<file path="src/rtl/agc_a19_io.sv">
// agc_a19_io: AGC tray-A I/O module A19 -- channel 11/13/14 output latches,
// counter pulse generation for gyro/thrust/EMS/altimeter/links, T1P..T6P timing.
`default_nettype none

module agc_a19_io (
  input  logic CLOCK,
  input  logic rst,
  input  logic CHWL01_, input logic CHWL02_, input logic CHWL03_, input logic CHWL04_,
  input  logic CHWL05_, input logic CHWL06_, input logic CHWL07_, input logic CHWL08_,
  input  logic CHWL09_, input logic CHWL10_, input logic CHWL11_, input logic CHWL12_,
  input  logic WCH11_, input logic WCH13_, input logic WCH14_,
  input  logic RCH11_, input logic RCH13_, input logic RCH14_, input logic RCH33_,
  input  logic CCH11, input logic CCH13, input logic CCH14,
  input  logic CCHG_, input logic XT3_, input logic XB3_, input logic XB5_, input logic XB6_,
  input  logic XB7_, input logic CXB0_, input logic CXB7_, input logic CA2_, input logic CA4_,
  input  logic CA5_, input logic CA6_, input logic CNTRSB_,
  input  logic POUT_, input logic MOUT_, input logic ZOUT_, input logic OVF_,
  input  logic WOVR_, input logic SHINC_,
  input  logic F04A, input logic F06B, input logic F07B, input logic F09B, input logic F10A,
  input  logic F10B, input logic FS10, input logic F05A_, input logic F05B_, input logic F07C_,
  input  logic F07D_, input logic F7CSB1_, input logic SB0_, input logic SB1_, input logic SB2_,
  input  logic GTSET, input logic GTSET_, input logic GTONE, input logic GOJAM, input logic CSG,
  input  logic CGA19, input logic C45R, input logic T06_, input logic T6ON_, input logic BR1,
  input  logic BR1_,
  input  logic UPL0, input logic UPL1, input logic XLNK0, input logic XLNK1, input logic BLKUPL_,
  input  logic BMGXP, input logic BMGXM, input logic BMGYP, input logic BMGYM,
  input  logic BMGZP, input logic BMGZM, input logic SIGNX, input logic SIGNY, input logic SIGNZ,
  input  logic GATEX_, input logic GATEY_, input logic GATEZ_,
  output logic BLKUPL, output logic C45R_, output logic F06B_, output logic F09B_,
  output logic F10A_, output logic F10B_, output logic UPL0_, output logic UPL1_,
  output logic XLNK0_, output logic XLNK1_, output logic F5ASB0, output logic F5ASB0_,
  output logic F5ASB2, output logic F5ASB2_, output logic F5BSB2, output logic F5BSB2_,
  output logic CCH33, output logic W1110,
  output logic BMAGXP, output logic BMAGXM, output logic BMAGYP, output logic BMAGYM,
  output logic BMAGZP, output logic BMAGZM,
  output logic FF1109, output logic FF1110, output logic FF1111, output logic FF1112,
  output logic FF1109_, output logic FF1110_, output logic FF1111_, output logic FF1112_,
  output logic CH1109, output logic CH1110, output logic CH1111, output logic CH1112,
  output logic CH1305, output logic CH1306, output logic CH1308, output logic CH1309,
  output logic CH1401, output logic CH1402, output logic CH1403, output logic CH1404,
  output logic CH1405, output logic CH1406, output logic CH1407, output logic CH1408,
  output logic CH1409, output logic CH1410, output logic CH3310, output logic CH3311,
  output logic GYENAB, output logic GYROD, output logic GYRSET, output logic GYRRST,
  output logic GYXP, output logic GYXM, output logic GYYP, output logic GYYM,
  output logic GYZP, output logic GYZM,
  output logic THRSTD, output logic THRSTp, output logic THRSTm,
  output logic EMSD, output logic EMSp, output logic EMSm,
  output logic ALTM, output logic ALT0, output logic ALT1, output logic ALRT0,
  output logic ALRT1, output logic ALTSNC,
  output logic OTLNK0, output logic OTLNK1, output logic OTLNKM,
  output logic INLNKP, output logic INLNKM, output logic UPRUPT, output logic RHCGO,
  output logic SH3MS_,
  output logic T1P, output logic T2P, output logic T3P, output logic T4P, output logic T5P,
  output logic T6P
);

  typedef enum logic [2:0] {
    TS1 = 3'd0, TS2 = 3'd1, TS3 = 3'd2, TS4 = 3'd3, TS5 = 3'd4, TS6 = 3'd5
  } tstate_t;

  logic [12:9] ch11_q, ch11_d;
  logic [3:0]  ch13_q, ch13_d;   // {bit9, bit8, bit6, bit5}
  logic [10:1] ch14_q, ch14_d;

  logic thrp_q, thrp_d, thrm_q, thrm_d;
  logic emsp_q, emsp_d, emsm_q, emsm_d;
  logic upl0_q, upl1_q, xlnk0_q, xlnk1_q, f10a_q;
  logic inlnkp_q, inlnkp_d, inlnkm_q, inlnkm_d;
  logic seenp_q, seenp_d, seenm_q, seenm_d;
  logic ch3311_q, ch3311_d;
  logic uprupt_q, uprupt_d;
  logic [6:1] tp_q, tp_d;
  tstate_t tstate_q, tstate_d;

  logic f10a_rise, p_any, m_any;
  logic gy_act, gy_p, gy_m;
  logic unused_ok;

  // Simple inverters, strobes and decodes
  assign BLKUPL  = ~BLKUPL_;
  assign C45R_   = ~C45R;
  assign F06B_   = ~F06B;
  assign F09B_   = ~F09B;
  assign F10A_   = ~F10A;
  assign F10B_   = ~F10B;
  assign UPL0_   = ~UPL0;
  assign UPL1_   = ~UPL1;
  assign XLNK0_  = ~XLNK0;
  assign XLNK1_  = ~XLNK1;
  assign F5ASB0  = ~(F05A_ | SB0_);
  assign F5ASB0_ = ~F5ASB0;
  assign F5ASB2  = ~(F05A_ | SB2_);
  assign F5ASB2_ = ~F5ASB2;
  assign F5BSB2  = ~(F05B_ | SB2_);
  assign F5BSB2_ = ~F5BSB2;
  assign CCH33   = ~(CCHG_ | XT3_ | XB3_);
  assign W1110   = ~WCH11_ & ~CHWL10_;
  assign BMAGXP  = BMGXP & F04A;
  assign BMAGXM  = BMGXM & F04A;
  assign BMAGYP  = BMGYP & F04A;
  assign BMAGYM  = BMGYM & F04A;
  assign BMAGZP  = BMGZP & F04A;
  assign BMAGZM  = BMGZM & F04A;

  // Channel latches: a write in the same cycle as a clear wins
  always_comb begin
    ch11_d = ch11_q;
    if (!WCH11_)     ch11_d = ~{CHWL12_, CHWL11_, CHWL10_, CHWL09_};
    else if (CCH11)  ch11_d = '0;
    ch13_d = ch13_q;
    if (!WCH13_)     ch13_d = ~{CHWL09_, CHWL08_, CHWL06_, CHWL05_};
    else if (CCH13)  ch13_d = '0;
    ch14_d = ch14_q;
    if (!WCH14_)     ch14_d = ~{CHWL10_, CHWL09_, CHWL08_, CHWL07_, CHWL06_,
                                CHWL05_, CHWL04_, CHWL03_, CHWL02_, CHWL01_};
    else if (CCH14)  ch14_d = '0;
  end

  assign FF1109  = ch11_q[9];
  assign FF1110  = ch11_q[10];
  assign FF1111  = ch11_q[11];
  assign FF1112  = ch11_q[12];
  assign FF1109_ = ~ch11_q[9];
  assign FF1110_ = ~ch11_q[10];
  assign FF1111_ = ~ch11_q[11];
  assign FF1112_ = ~ch11_q[12];
  assign CH1109  = ch11_q[9]  & ~RCH11_;
  assign CH1110  = ch11_q[10] & ~RCH11_;
  assign CH1111  = ch11_q[11] & ~RCH11_;
  assign CH1112  = ch11_q[12] & ~RCH11_;
  assign CH1305  = ch13_q[0] & ~RCH13_;
  assign CH1306  = ch13_q[1] & ~RCH13_;
  assign CH1308  = ch13_q[2] & ~RCH13_;
  assign CH1309  = ch13_q[3] & ~RCH13_;
  assign CH1401  = ch14_q[1]  & ~RCH14_;
  assign CH1402  = ch14_q[2]  & ~RCH14_;
  assign CH1403  = ch14_q[3]  & ~RCH14_;
  assign CH1404  = ch14_q[4]  & ~RCH14_;
  assign CH1405  = ch14_q[5]  & ~RCH14_;
  assign CH1406  = ch14_q[6]  & ~RCH14_;
  assign CH1407  = ch14_q[7]  & ~RCH14_;
  assign CH1408  = ch14_q[8]  & ~RCH14_;
  assign CH1409  = ch14_q[9]  & ~RCH14_;
  assign CH1410  = ch14_q[10] & ~RCH14_;
  assign CH3310  = BLKUPL & ~RCH33_;
  assign CH3311  = ch3311_q & ~RCH33_;

  // Channel 14 control fields and gyro drive
  assign ALTM   = ch14_q[2];
  assign ALTSNC = ch14_q[3];
  assign THRSTD = ch14_q[4];
  assign EMSD   = ch14_q[5];
  assign GYENAB = ch14_q[6];
  assign GYROD  = ch14_q[10];
  assign gy_act = GYENAB & GYROD & F5ASB2;
  assign gy_p   = gy_act & ~ch14_q[9];
  assign gy_m   = gy_act &  ch14_q[9];
  assign GYXP   = gy_p & (ch14_q[8:7] == 2'b01);
  assign GYXM   = gy_m & (ch14_q[8:7] == 2'b01);
  assign GYYP   = gy_p & (ch14_q[8:7] == 2'b10);
  assign GYYM   = gy_m & (ch14_q[8:7] == 2'b10);
  assign GYZP   = gy_p & (ch14_q[8:7] == 2'b11);
  assign GYZM   = gy_m & (ch14_q[8:7] == 2'b11);
  assign GYRSET = GTSET & GYROD;
  assign GYRRST = GTONE & ~GYROD;

  assign ALT1   = ALTM & ~CA5_ & ~POUT_;
  assign ALT0   = ALTM & ~CA5_ & ~ZOUT_;
  assign ALRT1  = ch14_q[1] & ~CA6_ & ~POUT_;
  assign ALRT0  = ch14_q[1] & ~CA6_ & ~ZOUT_;
  assign OTLNK1 = ~CXB7_ & ~CNTRSB_ & ~POUT_;
  assign OTLNK0 = ~CXB7_ & ~CNTRSB_ & ~ZOUT_;
  assign OTLNKM = ~CXB7_ & ~CNTRSB_ & ~MOUT_;

  assign THRSTp = thrp_q;
  assign THRSTm = thrm_q;
  assign EMSp   = emsp_q;
  assign EMSm   = emsm_q;
  assign INLNKP = inlnkp_q;
  assign INLNKM = inlnkm_q;
  assign UPRUPT = uprupt_q;
  assign RHCGO  = ~T06_ & ~T6ON_ & ~GOJAM;
  assign SH3MS_ = ~(F07B & ~SHINC_);

  assign f10a_rise = F10A & ~f10a_q;
  // A pulse issued this cycle counts toward the current F10A period
  assign p_any = seenp_q | inlnkp_q;
  assign m_any = seenm_q | inlnkm_q;

  always_comb begin
    thrp_d    = THRSTD & ~CA2_ & ~POUT_;
    thrm_d    = THRSTD & ~CA2_ & ~MOUT_;
    emsp_d    = EMSD & ~CA4_ & ~POUT_;
    emsm_d    = EMSD & ~CA4_ & ~MOUT_;
    inlnkp_d  = (UPL1 & ~upl1_q & ~BLKUPL) | (XLNK1 & ~xlnk1_q);
    inlnkm_d  = (UPL0 & ~upl0_q & ~BLKUPL) | (XLNK0 & ~xlnk0_q);
    seenp_d   = f10a_rise ? 1'b0 : p_any;
    seenm_d   = f10a_rise ? 1'b0 : m_any;
    ch3311_d  = ch3311_q | (p_any & m_any);
    uprupt_d  = uprupt_q;
    if (GOJAM || C45R)                   uprupt_d = 1'b0;
    else if (!OVF_ && !CNTRSB_ && !XB5_) uprupt_d = 1'b1;
  end

  always_ff @(posedge CLOCK or posedge rst) begin
    if (rst) begin
      ch11_q   <= '0;
      ch13_q   <= '0;
      ch14_q   <= '0;
      thrp_q   <= 1'b0;
      thrm_q   <= 1'b0;
      emsp_q   <= 1'b0;
      emsm_q   <= 1'b0;
      upl0_q   <= 1'b0;
      upl1_q   <= 1'b0;
      xlnk0_q  <= 1'b0;
      xlnk1_q  <= 1'b0;
      f10a_q   <= 1'b0;
      inlnkp_q <= 1'b0;
      inlnkm_q <= 1'b0;
      seenp_q  <= 1'b0;
      seenm_q  <= 1'b0;
      ch3311_q <= 1'b0;
      uprupt_q <= 1'b0;
      tp_q     <= '0;
    end else begin
      ch11_q   <= ch11_d;
      ch13_q   <= ch13_d;
      ch14_q   <= ch14_d;
      thrp_q   <= thrp_d;
      thrm_q   <= thrm_d;
      emsp_q   <= emsp_d;
      emsm_q   <= emsm_d;
      upl0_q   <= UPL0;
      upl1_q   <= UPL1;
      xlnk0_q  <= XLNK0;
      xlnk1_q  <= XLNK1;
      f10a_q   <= F10A;
      inlnkp_q <= inlnkp_d;
      inlnkm_q <= inlnkm_d;
      seenp_q  <= seenp_d;
      seenm_q  <= seenm_d;
      ch3311_q <= ch3311_d;
      uprupt_q <= uprupt_d;
      tp_q     <= tp_d;
    end
  end

  // Timing sequencer: each F10A rising edge emits the current slot and advances
  always_ff @(posedge CLOCK or posedge rst) begin
    if (rst) tstate_q <= TS1;
    else     tstate_q <= tstate_d;
  end

  always_comb begin
    tstate_d = tstate_q;
    tp_d     = '0;
    if (f10a_rise) begin
      case (tstate_q)
        TS1:     begin tp_d = 6'b000001; tstate_d = TS2; end
        TS2:     begin tp_d = 6'b000010; tstate_d = TS3; end
        TS3:     begin tp_d = 6'b000100; tstate_d = TS4; end
        TS4:     begin tp_d = 6'b001000; tstate_d = TS5; end
        TS5:     begin tp_d = 6'b010000; tstate_d = TS6; end
        TS6:     begin tp_d = 6'b100000; tstate_d = TS1; end
        default: begin tp_d = '0;        tstate_d = TS1; end
      endcase
    end
  end

  assign T1P = tp_q[1];
  assign T2P = tp_q[2];
  assign T3P = tp_q[3];
  assign T4P = tp_q[4];
  assign T5P = tp_q[5];
  assign T6P = tp_q[6] & ~T6ON_;

  assign unused_ok = ^{XB6_, XB7_, CXB0_, WOVR_, FS10, F07C_, F07D_, F7CSB1_, SB1_,
                       GTSET_, CSG, CGA19, BR1, BR1_, SIGNX, SIGNY, SIGNZ,
                       GATEX_, GATEY_, GATEZ_};

endmodule

`default_nettype wire

</file>
<file path="config.mk">
export PLATFORM = sky130hd
export DESIGN_NAME = agc_a19_io
export DESIGN_NICKNAME = d
export VERILOG_FILES = /design/src/rtl/agc_a19_io.sv
export SDC_FILE = /design/constraint.sdc
export NUM_CORES = 1
export LEC_CHECK = 0
export ABC_AREA = 0
export ABC_CLOCK_PERIOD_IN_PS = 1600
export CAP_MARGIN = 30
export CORE_MARGIN = 5
export CORE_UTILIZATION = 30
export DETAILED_ROUTE_END_ITERATION = 10
export GPL_TIMING_DRIVEN = 0
export PLACE_DENSITY_LB_ADDON = 0.1
export SYNTH_ARGS = -nofsm -noshare
export SYNTH_HDL_FRONTEND = slang
export SYNTH_SLANG_ARGS = --single-unit
</file>
<file path="constraint.sdc">
create_clock -name CLOCK -period 1.6 [get_ports CLOCK]
set_input_delay 0.16 -clock CLOCK [delete_from_list [all_inputs] [get_ports CLOCK]]
set_output_delay 0.16 -clock CLOCK [all_outputs]
set_load 0.05 [all_outputs]
</file>
==> impl_metrics.csv <==
group,metric,value,unit
status,status,"complete, no violations",
placement,numPortBuffers,149,
synthesis,syn_inst,192,
die,row_count,28,
sta,rsz0062_at_grt,"false",
finish,layout.nets,434,
worst_setup_path,crit_start,"RCH11_",
worst_setup_path,crit_path_end_kind,"output port",
worst_setup_path,path_max_fanout,4,
clock_tree,clock_path_buffers,2,
die,die_y,88.4,µm
detailed_routing,vias_per_cell,4.47,
placement,place_ws,-0.445,ns
sta,period_share,0.972,
synthesis,async_flop_share,1.00,
detailed_routing,drt-initial-drc-count,54,
synthesis,synth-compound-area-share,0.100,
clock_tree,htreeDepth,2,
clock_tree,post_cts_buffers,0,
detailed_routing,post-route-drc-count,0,
min_path,min_from,"WCH13_",
sta,final_max_slew_viol_count,0,
die,ioPinCount,174,
sta,worstMarginPinSlew,0.842,ns
synthesis,synth_adder_area_share,0,
worst_setup_path,critPathArrivalTime,1.40,ns
min_path,min_path_type,"input pin to flip-flop",
worst_setup_path,setup.worst_path.class,"input pin to output port",
detailed_routing,ant_nets,0,
finish,nFillCells,591,
placement,dpl-instance-area,3460,µm²
placement,gp_congestion,0.784,
clock_tree,cts_buffers,5,
finish,final_core_util,0.590,
grt,grt_start_max_net_pins,43,
clock_tree,tritoncts,"yes",
synthesis,synth_top_family_by_area,"simple AND/OR/NAND/NOR gates",
sta,fin_setup_tns,0,ns
clock_tree,insertion_delay,0.29,ns
power_and_ir_drop,ir_drop,0.000679,V
sta,clock_skew,0.00274,ns
synthesis,synthSimpleGateAreaFrac,0.272,
worst_setup_path,cp.required,1.44,ns
power_and_ir_drop,power.density,892,nW/µm²
synthesis,muxShareOfSynthArea,0,
die,core_area,5960,µm²
synthesis,synth.cell_area,1840,µm²
clock_tree,root_buffer,"clkbuf_8",
synthesis,yosys_warnings,0,
finish,drive_gt1_frac,0.138,
synthesis,synth_edf_count,0,
synthesis,ys.flop_type,"dfrtp_1",
clock_tree,clock_sinks,42,
grt,grt_pass1_wl,8870,µm
finish,multi_input_area,719,µm²
detailed_routing,drt-wirelength-per-cell,13.8,µm
synthesis,yosys.area_share.xor_xnor,0,
detailed_routing,vias,1896,
synthesis,ys_seq_elements,42,
grt,grt.total_usage,0.145,
sta,worst_slack,0.0444,ns
sta,final_hold_viol_count,0,
sta,finalSetupViolCount,0,
grt,antenna_found_initial,1,
finish,seq_area,1050,µm²
detailed_routing,routed_wl,5870,µm
die,chipWidth,88.4,µm
placement,dp.final_hpwl,4830,µm
finish,synthToLayoutAreaGrowth,90.5,%
power_and_ir_drop,p_total,3.13,mW
synthesis,synth_cell_types,27,
worst_setup_path,worstReg2RegStart,"f10a_q",
grt,grt_pass1_vias,1878,
synthesis,avgSynthCellArea,9.61,µm²
clock_tree,clkSlewWorstSetupHoldPaths,0.08,ns
sta,fmax,0.643,GHz
flow_run,maxCapViolations,0,
sta,slew_headroom,0.438,
worst_setup_path,cp-start-kind,"input pin",
sta,period_minus_slack,1.56,ns
synthesis,yosysSeqAreaShare,0.570,
power_and_ir_drop,power_leakage,1.80,nW
detailed_routing,drt_first_pass_iters,4,
die,start_util,0.310,
grt,overflow,0,
finish,antennaDiodeCount,0,
finish,fin_area,3510,µm²
synthesis,synth_nets,278,
die,die-area,7820,µm²
-- final cells by class --
| class | instances | area share |
|---|---|---|
| Buffer | 6 | 0.0110 |
| Clock buffer | 5 | 0.0196 |
| Clock inverter | 3 | 0.0114 |
| Inverter | 18 | 0.0192 |
| Multi-Input combinational cell | 126 | 0.205 |
| Sequential cell | 42 | 0.299 |
| Tap cell | 75 | 0.0267 |
| Timing Repair Buffer | 149 | 0.408 |
-- sequential cells by signal (all words and copies together) (netlist names) --
signal	cells
ch14_q	10
tp_q	6
ch11_q	4
ch13_q	4
tstate_q	3
EMSm	1
EMSp	1
INLNKM	1
INLNKP	1
THRSTm	1
THRSTp	1
UPRUPT	1
ch3311_q	1
f10a_q	1
seenm_q	1
seenp_q	1
upl0_q	1
upl1_q	1
xlnk0_q	1
xlnk1_q	1
-- through the flow --
stage	hold slack (ns)	std cells
floorplan	0.191	192
global placement	0.416	416
detailed placement	0.426	416
CTS	0.148	424
global route	0.163	424
finish	0.156	424
-- routing by layer --
metal | up-vias | share of wire | GRT usage
met2 | 70 | 0.53 | 0.271
met3 | 8 | 0.11 | 0.0475
li1 | 945 | - | -
met4 | 2 | 0.0084 | 0.0371
met1 | 871 | 0.35 | 0.158
met5 | - | 0.0012 | 0
-- Yosys cell counts (2+ instances only) --
| library cell | count | area [µm²] |
|---|---|---|
| dfrtp_1 | 42 | 1050 |
| nor2_1 | 28 | 105 |
| nand2_1 | 19 | 71.3 |
| inv_1 | 18 | 67.6 |
| o22ai_1 | 18 | 113 |
| nor2b_1 | 17 | 106 |
| nor3_1 | 10 | 50.1 |
| nand2b_1 | 9 | 56.3 |
| and2_1 | 7 | 43.8 |
| buf_2 | 4 | 20.0 |
| o21ai_1 | 2 | 10.0 |
| o32ai_1 | 2 | 17.5 |
| or2_2 | 2 | 12.5 |
-- layout by cell type, fill, tap and decap left out, types with 12 or more instances in the layout --
cell type	synthesis	routed
nand2_1	19	19
nor2b_1	17	16
dlygate4sd2_1	0	52
inv_1	18	17
o22ai_1	18	18
clkdlybuf4s50_1	0	61
nor2_1	28	24
dfrtp_1	42	42
clkdlybuf4s15_2	0	12
-- critical path, stage by stage --
cell,delay (ns)
clkdlybuf4s50_1,0.57
nor2_4,0.13
dlygate4sd2_1,0.54
-- repair_timing --
| item | 4_1_cts | 5_1_grt |
|---|---|---|
| hold buffers | 0 | 0 |
| endpoints found under the setup margin | 78 | 26 |
| pin swaps | 0 | 0 |
| resized for setup | 121 | 34 |
-- final timing paths --
path / slack [ns] / to / cells after the start
setup / recovery: 0.04 / CH1111 / 3
hold / removal: 0.16 / ch13_q[2] / 2
setup reg to reg: 0.59 / tstate_q[1] / 3
hold reg to reg: 0.43 / INLNKP / 1
max in group asynchronous: 0.71 / THRSTm / 2
min in group asynchronous: 0.35 / UPRUPT / 2
-- report_power, final --
group          switching (mW)  total [mW]  internal, mW  leakage [nW]
clock network           0.351       0.811         0.459        0.0579
logic                   0.677        1.09         0.408          1.21
registers              0.0801        1.24          1.16         0.530
-- logic make-up (layout without fill, tap and decap cells) --
family / Yosys count / in the layout
buffers and inverters: 24 / 181
AOI/OAI and AO/OA: 27 / 27
DFF: 42 / 42
and+or+nand+nor: 99 / 99
Note: power is estimated with default switching activity, not from simulation.
==> RTL edit 1 (same flow settings) <==
Put a register stage on the output `ALTSNC`, without a reset. The value now appears one clock later. The other outputs are not delayed to match.
--- a/src/rtl/agc_a19_io.sv
+++ b/src/rtl/agc_a19_io.sv
@@ -147,7 +147,9 @@
 
   // Channel 14 control fields and gyro drive
   assign ALTM   = ch14_q[2];
-  assign ALTSNC = ch14_q[3];
+  always_ff @(posedge CLOCK) begin
+    ALTSNC <= ch14_q[3];
+  end
   assign THRSTD = ch14_q[4];
   assign EMSD   = ch14_q[5];
   assign GYENAB = ch14_q[6];
Formal check against the unedited RTL: not equivalent (a bounded check fails within 4 cycles, from zero or initial values and one cycle with rst high).
==> RTL edit 1 against the original RTL <==
  * Total power shrank 6.0%
  * Sequential cell count grew 1
  * Cell count is the same
  * Critical endpoint is now F06B_
  * Synthesized cell count is the same
  * Largest cell class unchanged
  * Setup slack is essentially flat
  * Design area shrank 2.2%
  * Routed wire length grew 5.4%
  * Combinational power shrank 8%
  * Area after synthesis shrank 0.20%
==> RTL edit 1: results (changes against the original RTL) <==
| Step | Result | Reported | Delta |
|:---|:---|:---|:---|
| synthesis | Post-synth net total | 278 | unchanged |
| cts | Number of cells upsized or downsized after cts | 128 | was 121 |
| global routing | Initial antenna violation count | 0 | was 1 |
| synthesis | Fraction of registers with async set or reset after synthesis | 97.7% | was 100% |
| sta | Slew at the pin closest to its max-slew limit | 869 ps | was 842 ps |
| synthesis | Main area contributors after synthesis | sky130_fd_sc_hd__dfrtp_1, sky130_fd_sc_hd__nor2b_1, sky130_fd_sc_hd__o22ai_1 | was sky130_fd_sc_hd__dfrtp_1, sky130_fd_sc_hd__o22ai_1, sky130_fd_sc_hd__nor2b_1 |
| worst hold path | Launch point of the worst hold path | WCH11_ | was WCH13_ |
| setup path | R2R Path Start | tstate_q[1] | was f10a_q |
| drt | Number of design-rule violations left by the first detailed-router iteration | 70 | was 54 |
| setup path | Critical Path AT | 1400 ps | about the same |
| placement | Placer Congestion | 0.834 | was 0.784 |
| worst hold path | Endpoint, Worst Hold | ch11_q[9] | was ch13_q[2] |
| setup path | Maximum fanout encountered on the critical timing path | 1 | was 4 |
| sta | Final clock skew | 1.59 ps | was 2.74 ps |
| drt | WL met2 | 2900 um | was 3120 um |
| final layout | Share of final-layout standard cells stronger than drive strength 1 | 12.9% | was 13.8% |
| power and ir drop | Power spent charging and discharging nets | 1100 uW | was 1110 uW |
| global routing | Via count of the first global-routing pass | 1,955 | was 1,878 |
| placement | Sum of net half-perimeters after detailed placement | 5100 um | was 4830 um |
| drt | Highest signal layer in the routed design | met4 | was met5 |
| setup path | Kind of cell adding the most delay to the critical path | buffers and inverters | unchanged |
| status | Result of the run | completed | unchanged |
| placement | Total placed instance area | 0.00345 mm^2 | was 0.00346 mm^2 |
| synthesis | Top cells by instance count after synthesis | sky130_fd_sc_hd__dfrtp_1, sky130_fd_sc_hd__nor2_1, sky130_fd_sc_hd__nand2_1 | unchanged |
| drt | Total number of vias | 1,909 | was 1,896 |
| drt | Routed met1 length | 2350 um | was 2040 um |
| global routing | Wire length of the first global-routing pass | 9470 um | was 8870 um |
| drt | Drt total wl | 6190 um | was 5870 um |
| synthesis | Sequential fraction of the synthesis area | 58.2% | was 57.0% |
| final layout | Number of fill cells | 596 | was 591 |
| power and ir drop | Worst supply voltage drop on vdd | 683 uV | was 679 uV |
| cts | Clock H-tree levels | 2 | unchanged |
| sta | WHS | 165 ps | was 156 ps |
| global routing | Overall routing resource usage | 15.4% | was 14.5% |
| synthesis | Unique cell type count in the Yosys netlist | 25 | was 27 |
| setup path | Worst reg2reg setup slack | 500 ps | was 590 ps |
| setup path | CP max stage delay | 800 ps | was 570 ps |
| synthesis | Number of warning messages in the yosys log | 0 | unchanged |
| drt | Met3 layer wire length in the routed design | 816 um | was 641 um |
| final layout | Top flop regs | ch14_q x10, tp_q x6 | unchanged |
| power and ir drop | Static Leak | 0.00169 uW | was 0.00180 uW |
-- RTL edit 1: cell count changes after synthesis, moves of 2 or more --
cell / change
sky130_fd_sc_hd__o21ai_1: -2
sky130_fd_sc_hd__and2_1: +2
sky130_fd_sc_hd__clkbuf_1: +3
sky130_fd_sc_hd__nor3_1: -3
sky130_fd_sc_hd__and3_1: +3
sky130_fd_sc_hd__or2_2: -2
sky130_fd_sc_hd__or2_1: +2
sky130_fd_sc_hd__o21ai_0: +2
sky130_fd_sc_hd__buf_2: -2
-- RTL edit 1: area by class of cell --
type	count	share of cell area, %
Buffer	5	0.619
Clock buffer	6	2.11
Clock inverter	2	0.364
Inverter	18	1.97
Multi-Input combinational cell	126	20.7
Sequential cell	43	31.2
Tap cell	75	2.73
Timing Repair Buffer	149	40.3
-- RTL edit 1: worst max path at each step --
stage / from / endpoint / slack (ps)
after global routing: SB2_ / GYXM / 1
after floorplan: ch14_q[10] / GYXM / -150
after global placement: SB2_ / GYZP / -480
final: F06B / F06B_ / 40
after CTS: C45R / C45R_ / 3
after detailed placement: SB2_ / GYYP / -490
-- RTL edit 1: kinds of logic after synthesis --
| logic type | share of synthesized area [%] |
|---|---|
| buffers and inverters | 4.83 |
| AO/OA/AOI/OAI | 9.25 |
| AND/OR/NAND/NOR | 27.7 |
| flip-flops | 58.2 |
-- RTL edit 1: power groups by stage --
stage | combinational (uW) | sequential, uW | clock (uW)
after floorplan | 487 | 1420 | 0
after global placement | 1070 | 1300 | 0
after detailed placement | 1080 | 1300 | 0
after CTS | 1010 | 1280 | 693
after global routing | 1060 | 1290 | 748
final | 999 | 1280 | 667
-- RTL edit 1: per-stage QoR --
step                TNS, ps  utilization (%)  total power (uW)  worst slack (ps)
floorplan              -977                -              1910              -154
global placement     -29040             58.0              2370              -477
detailed placement   -12500             58.0              2380              -493
CTS                       0             57.7              2980              3.00
global route              0             57.7              3100              1.36
finish                    0             57.7              2940              44.1
-- RTL edit 1: routing by layer --
metal	track usage [%]	vias to the layer above
met2	26.6	98
li1	-	935
met3	6.15	10
met4	4.40	0
met1	17.7	866
met5	0	-
==> RTL edit 2 (same settings) <==
Made on the original files. Take the reset off `tp_q` and load it in a clocked block of its own.
--- a/src/rtl/agc_a19_io.sv
+++ b/src/rtl/agc_a19_io.sv
@@ -222,7 +222,6 @@
       seenm_q  <= 1'b0;
       ch3311_q <= 1'b0;
       uprupt_q <= 1'b0;
-      tp_q     <= '0;
     end else begin
       ch11_q   <= ch11_d;
       ch13_q   <= ch13_d;
@@ -242,8 +241,11 @@
       seenm_q  <= seenm_d;
       ch3311_q <= ch3311_d;
       uprupt_q <= uprupt_d;
-      tp_q     <= tp_d;
     end
+  end
+
+  always_ff @(posedge CLOCK) begin
+    tp_q <= tp_d;
   end
 
   // Timing sequencer: each F10A rising edge emits the current slot and advances
Formal check against the unedited RTL: not equivalent (Yosys sat finds a counterexample within 4 cycles, from zero or initial values and one cycle with rst high).
==> RTL edit 2 against the original RTL <==
  * Worst hold slack improved by 57 ps
  * Via count fell by 2.2%
  * Clock skew rose by 1.6 ps
  * Area after synthesis fell by 2.4%
  * Total power fell by 0.64%
  * Highest routed layer is now met4
  * Routed wire length fell by 1.7%
  * Synthesized cell count fell by 1.0%
  * Register-to-register slack got worse by 90 ps
  * Design area fell by 1.0%
  * Sequential cell count did not move
  * Setup slack got worse by 11 ps
  * Largest power group unchanged
  * Non-clock buffer count did not move
  * Critical path depth fell by 2
  * Cell count fell by 0.24%
==> RTL edit 2: results (changes against the original RTL) <==
| Step | Result | Reported | Delta |
|:---|:---|:---|:---|
| drt | Post-DR vias/cell | 4.38 | was 4.47 |
| final layout | Number of fill cells | 557 | was 591 |
| synthesis | Top cells by instance count after synthesis | sky130_fd_sc_hd__dfrtp_1, sky130_fd_sc_hd__nor2_1, sky130_fd_sc_hd__nand2_1 | unchanged |
| final layout | Final instance area | 0.00348 mm^2 | was 0.00351 mm^2 |
| setup path | Maximum fanout encountered on the critical timing path | 1 | was 4 |
| placement | Placed cells | 414 | was 416 |
| drt | Avg WL per Cell | 13.6 um | was 13.8 um |
| final layout | Nets | 433 | was 434 |
| synthesis | Main area contributors after synthesis | sky130_fd_sc_hd__dfrtp_1, sky130_fd_sc_hd__dfxtp_1, sky130_fd_sc_hd__nor2b_1 | was sky130_fd_sc_hd__dfrtp_1, sky130_fd_sc_hd__o22ai_1, sky130_fd_sc_hd__nor2b_1 |
| drt | Number of design-rule violations left by the first detailed-router iteration | 69 | was 54 |
| global routing | Wire length of the first global-routing pass | 8460 um | was 8870 um |
| drt | Total iterations of the first detailed-routing run | 4 | unchanged |
| synthesis | Gate count of the mapped netlist | 190 | was 192 |
| setup path | CP max stage delay | 800 ps | was 570 ps |
| placement | Total placed instance area | 0.00344 mm^2 | was 0.00346 mm^2 |
| global routing | Via count of the first global-routing pass | 1,751 | was 1,878 |
| sta | Worst rel slew slack | 50.5% | was 43.8% |
| cts | Clock transition at the register clock pins on the worst setup and hold paths after CTS | 70 ps |  |
| cts | Number of buffers created by CTS | 5 | unchanged |
| setup path | Crit path max-delay cell type | sky130_fd_sc_hd__clkdlybuf4s50_1 | unchanged |
| power and ir drop | Cell internal pwr | 2030 uW | was 2020 uW |
| synthesis | Number of warning messages in the yosys log | 0 | unchanged |
| sta | Final clock skew | 4.32 ps | was 2.74 ps |
| synthesis | Fraction of registers with async set or reset after synthesis | 85.7% | was 100% |
| setup path | Category of the most critical setup path | flop to output pin | was input port to output pin |
| global routing | Overall routing resource usage | 14.1% | was 14.5% |
| synthesis | Post-synth net total | 276 | was 278 |
| synthesis | Sequential fraction of the synthesis area | 56.7% | was 57.0% |
| global routing | Largest net degree at the start of global routing | 37 | was 43 |
| power and ir drop | Worst supply voltage drop on vdd | 796 uV | was 679 uV |
| final layout | Share of final-layout standard cells stronger than drive strength 1 | 15.5% | was 13.8% |
| placement | Placer Congestion | 0.757 | was 0.784 |
| global routing | Initial antenna violation count | 0 | was 1 |
| synthesis | Unique cell type count in the Yosys netlist | 28 | was 27 |
| cts | Clock H-tree levels | 2 | unchanged |
| placement | Sum of net half-perimeters after detailed placement | 4690 um | was 4830 um |
| synthesis | Primary FF master, synth | sky130_fd_sc_hd__dfrtp_1 | unchanged |
| status | Result of the run | completed | unchanged |
| power and ir drop | Static Leak | 0.00176 uW | was 0.00180 uW |
| drt | Drt total wl | 5770 um | was 5870 um |
## RTL edit 2: cell count changes after synthesis, moves of 3 or more
cell | before | now
sky130_fd_sc_hd__clkbuf_1 | 0 | 4
sky130_fd_sc_hd__nor3_1 | 10 | 7
sky130_fd_sc_hd__dfxtp_1 | 0 | 6
sky130_fd_sc_hd__dfrtp_1 | 42 | 36
sky130_fd_sc_hd__buf_2 | 4 | 1
sky130_fd_sc_hd__and3_2 | 0 | 3
## RTL edit 2: power by group through the flow
stage	Clock [uW]	Sequential [uW]	Combinational, uW
detailed placement	0	1280	1120
global placement	0	1280	1110
finish	801	1260	1050
global route	877	1280	1110
floorplan	0	1410	525
CTS	829	1260	1060
## RTL edit 2: area by class of cell
class | instances | area (um^2) | share of cell area (%)
Inverter | 18 | 67.6 | 1.94
Buffer | 5 | 20.0 | 0.576
Clock inverter | 1 | 30.0 | 0.864
Timing Repair Buffer | 150 | 1420 | 40.8
Tap cell | 75 | 93.8 | 2.70
Sequential cell | 42 | 1020 | 29.4
Clock buffer | 7 | 76.3 | 2.20
Multi-Input combinational cell | 125 | 749 | 21.6
## RTL edit 2: repair_timing
item / in CTS / in global routing
setup buffers: 1 / 0
setup endpoints to repair: 75 / 22
pin swaps: 1 / 0
resized for setup: 127 / 26
## RTL edit 2: worst paths after layout
kind                        startpoint          end  slack (ps)  cells past startpoint
max                               EMSm         EMSm          30                      1
min in group asynchronous          rst       upl1_q         320                      2
min                             WCH14_    ch14_q[2]         210                      3
min reg2reg                    xlnk0_q       INLNKM         430                      1
max reg2reg                tstate_q[0]  tstate_q[1]         500                      3
max in group asynchronous          rst    ch14_q[4]         800                      2
## RTL edit 2: per-stage QoR
| stage | setup slack, ps | hold slack, ps |
|---|---|---|
| 3_5_place_dp | -682 | 423 |
| 4_1_cts | 0.224 | 204 |
| 3_3_place_gp | -649 | 410 |
| 6_report | 33.3 | 212 |
| 2_1_floorplan | -154 | 191 |
| 5_1_grt | 1.91 | 201 |
## RTL edit 2: per-layer routing
layer | share of wire [%] | GRT usage (%) | up-vias
met5 | 0 | 0 | -
met4 | 0.40 | 2.93 | 0
met3 | 11 | 4.73 | 5
met2 | 50 | 24.6 | 87
met1 | 39 | 16.7 | 825
li1 | - | - | 937
## RTL edit 2: cell families after synthesis
logic type	share of synthesized area, %
AOI/OAI and AO/OA	9.10
buffers and inverters	4.86
DFF	56.7
muxes	0.625
and+or+nand+nor	28.7
## RTL edit 2: worst reg2reg max path, delay by kind of cell, from the launching register on
kind | cells | cell delay (ps)
AOI/OAI and AO/OA | 1 | 260
and+or+nand+nor | 2 | 300
DFF | 1 | 430
